### config.mk
export PLATFORM = sky130hd
export DESIGN_NAME = pipedemux_prim
export DESIGN_NICKNAME = d
export VERILOG_FILES = /design/src/rtl/pipemux_pkg.sv /design/src/rtl/pipedemux_fifo.sv /design/src/rtl/pipedemux_prim.sv
export SDC_FILE = /design/constraint.sdc
export NUM_CORES = 1
export LEC_CHECK = 0
export BUFFER_PORTS_ARGS = -buffer_cell sky130_fd_sc_hd__buf_2
export CAP_MARGIN = 20
export CORE_MARGIN = 1.5
export CORE_UTILIZATION = 51
export DETAILED_ROUTE_END_ITERATION = 7
export GPL_TIMING_DRIVEN = 0
export HOLD_SLACK_MARGIN = 0.03
export PLACE_DENSITY_LB_ADDON = 0.15
export RECOVER_POWER = 50
export SLEW_MARGIN = 10
export SYNTH_ARGS = -nofsm -noshare
export SYNTH_HDL_FRONTEND = slang
export SYNTH_SLANG_ARGS = --single-unit
### constraint.sdc
create_clock -name CLK -period 19.6 [get_ports CLK]
set_input_delay 3.92 -clock CLK [delete_from_list [all_inputs] [get_ports CLK]]
set_output_delay 3.92 -clock CLK [all_outputs]
set_load 0.02 [all_outputs]
### src/rtl/pipemux_pkg.sv
// Shared constants and helpers for the pipelined mux/demux trees.
// Provides clog2w() and the default phit width / port count.
package pipemux_pkg;

  localparam int PIPEMUX_WIDTH = 72;
  localparam int PIPEMUX_N     = 4;

  // Index width that never collapses to zero bits.
  function automatic int clog2w(input int n);
    return (n <= 2) ? 1 : $clog2(n);
  endfunction

endpackage

### src/rtl/pipedemux_fifo.sv
// Per-port FIFO with a head-registered output.
// Ports: CLK, RST, push, wdata, full, pop, rdata, empty.
module pipedemux_fifo
  import pipemux_pkg::*;
#(
  parameter int WIDTH = PIPEMUX_WIDTH,
  parameter int DEPTH = 2
) (
  input  logic             CLK,
  input  logic             RST,
  input  logic             push,
  input  logic [WIDTH-1:0] wdata,
  output logic             full,
  input  logic             pop,
  output logic [WIDTH-1:0] rdata,
  output logic             empty
);

  localparam int AW = clog2w(DEPTH);
  localparam int CW = $clog2(DEPTH + 1);

  logic [WIDTH-1:0] mem [DEPTH];
  logic [AW-1:0]    wptr;
  logic [AW-1:0]    rptr;
  logic [CW-1:0]    count;
  logic             do_push;
  logic             do_pop;

  assign full    = (count == CW'(DEPTH));
  assign empty   = (count == '0);
  assign do_push = push & ~full;
  assign do_pop  = pop & ~empty;
  // Head entry is read straight from storage registers.
  assign rdata   = mem[rptr];

  always_ff @(posedge CLK or posedge RST) begin
    if (RST) begin
      wptr  <= '0;
      rptr  <= '0;
      count <= '0;
      for (int i = 0; i < DEPTH; i++) begin
        mem[i] <= '0;
      end
    end else begin
      if (do_push) begin
        mem[wptr] <= wdata;
        wptr      <= wptr + 1'b1;
      end
      if (do_pop) begin
        rptr <= rptr + 1'b1;
      end
      unique case ({do_push, do_pop})
        2'b10:   count <= count + 1'b1;
        2'b01:   count <= count - 1'b1;
        default: count <= count;
      endcase
    end
  end

endmodule

### src/rtl/pipedemux_prim.sv
// Steers one phit stream to N leaf FIFOs, unicast or broadcast.
// Ports: CLK/RST, data/dest/bcast/valid in, ready_out, per-port data/valid out, ready_in, dest_err.
module pipedemux_prim
  import pipemux_pkg::*;
#(
  parameter int WIDTH = PIPEMUX_WIDTH,
  parameter int N     = PIPEMUX_N,
  parameter int DEPTH = 2,
  localparam int DW   = clog2w(N)
) (
  input  logic             CLK,
  input  logic             RST,
  input  logic [WIDTH-1:0] data_in,
  input  logic [DW-1:0]    dest_in,
  input  logic             bcast_in,
  input  logic             valid_in,
  output logic             ready_out,
  output logic [WIDTH-1:0] data_out [N-1:0],
  output logic [N-1:0]     valid_out,
  input  logic [N-1:0]     ready_in,
  output logic             dest_err
);

  logic [N-1:0] full;
  logic [N-1:0] empty;
  logic [N-1:0] sel;
  logic [N-1:0] push;
  logic         dest_ok;
  logic         accept;

  assign dest_ok = (32'(dest_in) < N);
  assign accept  = valid_in & ready_out;

  always_comb begin
    sel = '0;
    for (int i = 0; i < N; i++) begin
      sel[i] = bcast_in | (dest_in == DW'(i));
    end
  end

  // Only registered full flags feed ready_out, so ready_in never
  // reaches it; an out-of-range unicast is swallowed.
  always_comb begin
    ready_out = 1'b1;
    if (bcast_in) begin
      ready_out = ~|full;
    end else if (dest_ok) begin
      ready_out = ~|(full & sel);
    end
  end

  assign push = accept ? sel : '0;

  always_ff @(posedge CLK or posedge RST) begin
    if (RST) begin
      dest_err <= 1'b0;
    end else if (accept & ~bcast_in & ~dest_ok) begin
      dest_err <= 1'b1;
    end
  end

  for (genvar g = 0; g < N; g++) begin : g_port
    pipedemux_fifo #(
      .WIDTH (WIDTH),
      .DEPTH (DEPTH)
    ) u_fifo (
      .CLK   (CLK),
      .RST   (RST),
      .push  (push[g]),
      .wdata (data_in),
      .full  (full[g]),
      .pop   (ready_in[g]),
      .rdata (data_out[g]),
      .empty (empty[g])
    );
    assign valid_out[g] = ~empty[g];
  end

endmodule

==> impl_summary.txt <==
----------------------------------------------------
[Outcome]
  Outcome ... complete, but fails checks
  Violated checks ... max-capacitance violations, max-slew violations

[Setup path]
  Critical path cell sequence ... buf_2 -> clkinvlp_2 -> clkbuf_1 -> clkbuf_1 -> clkbuf_1 -> clkbuf_1 -> clkbuf_1
  Crit-path most repeated cell ... clkbuf_1
  CP max stage delay ... 1570 ps
  Category of the worst setup path capture point ... async pin
  Critical Path Fanout Max ... 39
  Worst endpoint data arrival time ... 12520 ps
  Worst setup SP type ... input pin
  Required time reported for the critical path endpoint ... 19920 ps
  Library cell contributing the largest single delay on the critical path ... clkbuf_1
  Family of cells with the greatest summed delay on the critical path ... buffers and inverters
  Type of the worst setup path ... input pin to async pin
  Critical path buffer and inverter count ... 7

[Final layout]
  Nets@finish ... 2180
  Area growth from synthesis to final layout ... 17.3%
  Share of final-layout standard cells stronger than drive strength 1 ... 59.1%
  Filler Cells Inserted ... 3958
  Area taken by flip-flops and latches ... 14800 sq um
  Area used by multi-input combinational logic ... 10400 sq um

[Floorplanning]
  Initial core utilization ... 51.9%
  Full die area ... 52600 sq um
  FP Rows ... 82
  IO Pins ... 376
  Core Box Area ... 50400 sq um
  Horiz. Die Dim ... 229 um
  Die Y ... 229 um

[CTS]
  H-tree depth reported by CTS ... 2
  Postcts setup bufs ... 0
  # clock sinks ... 592
  Source-to-sink clock delay at the later pin of the worst-skew pair ... 630 ps
  Number of clock buffers inserted by TritonCTS ... 61
  Total of cells resized after clock tree synthesis ... 0
  Number of hold-repair buffers added at the cts stage ... 0
  Worst-case clock buffer depth ... 3
  Clock tree from TritonCTS ... done
  Clock Root Buffer ... clkbuf_16
  Clock-pin slew on the worst setup and hold paths ... 60 ps

[STA]
  Setup repair after global routing missed its margin ... false
  Setup TNS ... 0 ps
  Fmax achieved ... 82.0 MHz
  Clock skew after layout ... 21.5 ps
  Period utilization ... 62.2%
  Setup violations, final ... 0
  Hold Fails Final Rpt ... 0
  Worst slew pin tran ... 3120 ps
  Post-layout min period ... 12200 ps
  Relative slew margins ... -110%
  Pins over their slew limit ... 564
  Min Hold Slack ... 479 ps

[Global routing]
  All-Layer GR Usage ... 25.2%
  Wire length of the first global-routing pass ... 101 mm
  Antenna violations before repair ... 7
  Number of global-route vias before repair ... 16401
  GR Overflow Total ... 0
  Largest net degree at the start of global routing ... 41

[Synth]
  Synth top area share ... 56.7%
  Number of enable-type register cells in the synthesized netlist ... 0
  Largest cells by area after synthesis ... dfrtp_1 57%, mux2_2 31%, mux2_1 4.1%
  Fraction of the yosys area taken by sequential cells ... 56.7%
  Simple-gate share of the synthesized area ... 1.37%
  Gate count of the mapped netlist ... 1633
  Cell taking the most area after synthesis ... dfrtp_1
  Leading cell types by count after synthesis ... 729 x mux2_2, 592 x dfrtp_1, 95 x mux2_1
  Xor-xnor portion of the synthesized cell area ... 0.670%
  Count of cell types in the netlist ... 39
  Warnings from Yosys ... 0
  Synth async-reset ratio ... 100%
  Flip-flop and latch count after synthesis ... 592
  Mean cell area of the mapped netlist ... 16.0 sq um
  Share of synthesized area spent on multiplexers ... 37.8%
  Share of the synthesized area in compound gates (AO/OA/AOI/OAI) ... 0.412%
  Top_reg_cell synth ... dfrtp_1
  Combined area of all synthesized cells ... 26100 sq um
  Library cell with the highest instance count after synthesis ... mux2_2
  Post-synthesis adder-cell area fraction ... 0.191%
  Net count after synthesis ... 1719
  Main combinational cell family by area after synthesis ... multiplexers

[Placement]
  HPWL Detailed ... 46.1 mm
  # port buffers ... 374
  Weighted congestion at the end of routability-driven global placement ... 0.769

[Route]
  First DRT Iteration DRCs ... 532
  Total Routed Length ... 64.9 mm
  Routed wirelength normalized by instance count ... 23.1 um
  DR vias ... 15259
  First drt pass iteration count ... 4
  DRC errors left ... 0
  Post-DR vias/cell ... 5.43
  Number of nets still failing antenna checks after routing ... 0

[Pwr]
  Standby leakage power ... 13.7 nW
  Cell area power density ... 206 nW/um^2
  Switching part of the total power ... 37.9%
  Internal Dissipation ... 3.92 mW
  Part of the power in registers ... 34.0%
  Logic gate share of total power ... 48.1%
  Clock share of power ... 17.8%
  Max IR drop VDD ... 0.000107 V
  Net switching power ... 2.39 mW

[Worst hold path]
  Min-delay worst type ... register to register

[Run]
  Max-capacitance violation count ... 20

----------------------------------------------------
power groups by stage:
stage	sequential, mW	clock [mW]	combinational, mW
after floorplan	2.08	0	2.20
after detailed placement	2.17	0	3.11
after global placement	2.13	0	3.04
final	2.15	1.13	3.04
after global routing	2.23	1.21	3.22
after CTS	2.15	1.15	3.13
area by class of cell:
type                       count  area share, %
multi-input combinational    946           34.0
clock inverter                13          0.388
sequential                   592           48.3
tap                          672           2.74
timing repair buffer         398           6.74
antenna                        3         0.0245
buffer                        92           1.89
clock buffer                  93           5.90
inverter                       3         0.0408
path summary, 6_finish.rpt:
path / slack, ps / depth (start not counted) / from / endpoint
hold reg to reg: 480 / 1 / g_port[1].u_fifo.mem[61] / g_port[1].u_fifo.mem[61]
hold / removal: 480 / 1 / g_port[1].u_fifo.mem[61] / g_port[1].u_fifo.mem[61]
setup reg to reg: 15480 / 5 / g_port[2].u_fifo.count[0] / g_port[2].u_fifo.mem[28]
max in group CLK: 10360 / 6 / bcast_in / ready_out
min in group asynchronous: 3610 / 2 / RST / g_port[3].u_fifo.mem[105]
setup / recovery: 7400 / 7 / RST / g_port[1].u_fifo.mem[67]
sequential cells by signal (all words and copies together), names as in the netlist:
signal / cells
g_port.u_fifo.count: 8
g_port.u_fifo.mem: 576
g_port.u_fifo.rptr: 4
g_port.u_fifo.wptr: 4
per-layer routing:
| metal | global-route usage (%) | vias up | part of all wire (%) |
|---|---|---|---|
| met4 | 8.06 | 4 | 2.8 |
| met2 | 40.9 | 316 | 48 |
| li1 | - | 6786 | - |
| met5 | 0 | - | 0.037 |
| met1 | 33.9 | 8058 | 43 |
| met3 | 5.47 | 95 | 5.6 |
stage by stage:
step                setup slack, ps  area, sq um  cells  total power, mW  utilization, %
finish                         7400        30700   2812             6.31            60.9
global route                   5600        30700   2810             6.66            60.9
CTS                           10530        31200   2808             6.43            61.9
detailed placement            10540        29300   2702             5.28            58.1
global placement               4580        28900   2679             5.17            57.3
floorplan                      7610        26100   1633             4.28               -
worst reg2reg max path: cells and delay by family, from the launching register on:
kind | cells | cell delay [ps]
compound gates | 1 | 190
mux | 1 | 370
buf+inv | 1 | 360
flops | 1 | 400
simple gates | 2 | 2660
cells in the final DEF, fill, tap and decap left out, types with 2 or more instances in the layout:
master,synthesis,final
mux2_2,729,729
dfrtp_1,592,592
buf_2,8,377
mux2_1,95,112
clkbuf_1,32,90
clkbuf_16,0,63
buf_6,49,29
mux2_4,40,23
xnor2_1,12,12
clkbuf_8,0,12
clkinv_2,0,10
nor2_1,7,9
xor2_1,8,8
nor4_1,1,7
buf_8,0,7
nand2b_1,6,6
or2_2,4,4
and2_0,0,4
ha_1,4,4
diode_2,0,3
nor2b_1,3,3
o21ba_1,1,2
buf_4,3,2
o21bai_1,2,2
nand3b_1,2,2
nor3_1,2,2
nand4_1,2,2
inv_1,3,2
nand2_1,2,2
o2111ai_1,2,2
bufinv_16,0,2
buf_12,0,2
cell families (layout without fill, tap and decap cells):
logic type | count (synthesis) | count (layout)
mux | 864 | 864
simple gates | 46 | 46
buf+inv | 95 | 599
fa+ha+maj | 4 | 4
compound gates | 11 | 11
xor+xnor | 20 | 20
flops | 592 | 592
other cells | 1 | 4
(Power assumes the default switching activity.)
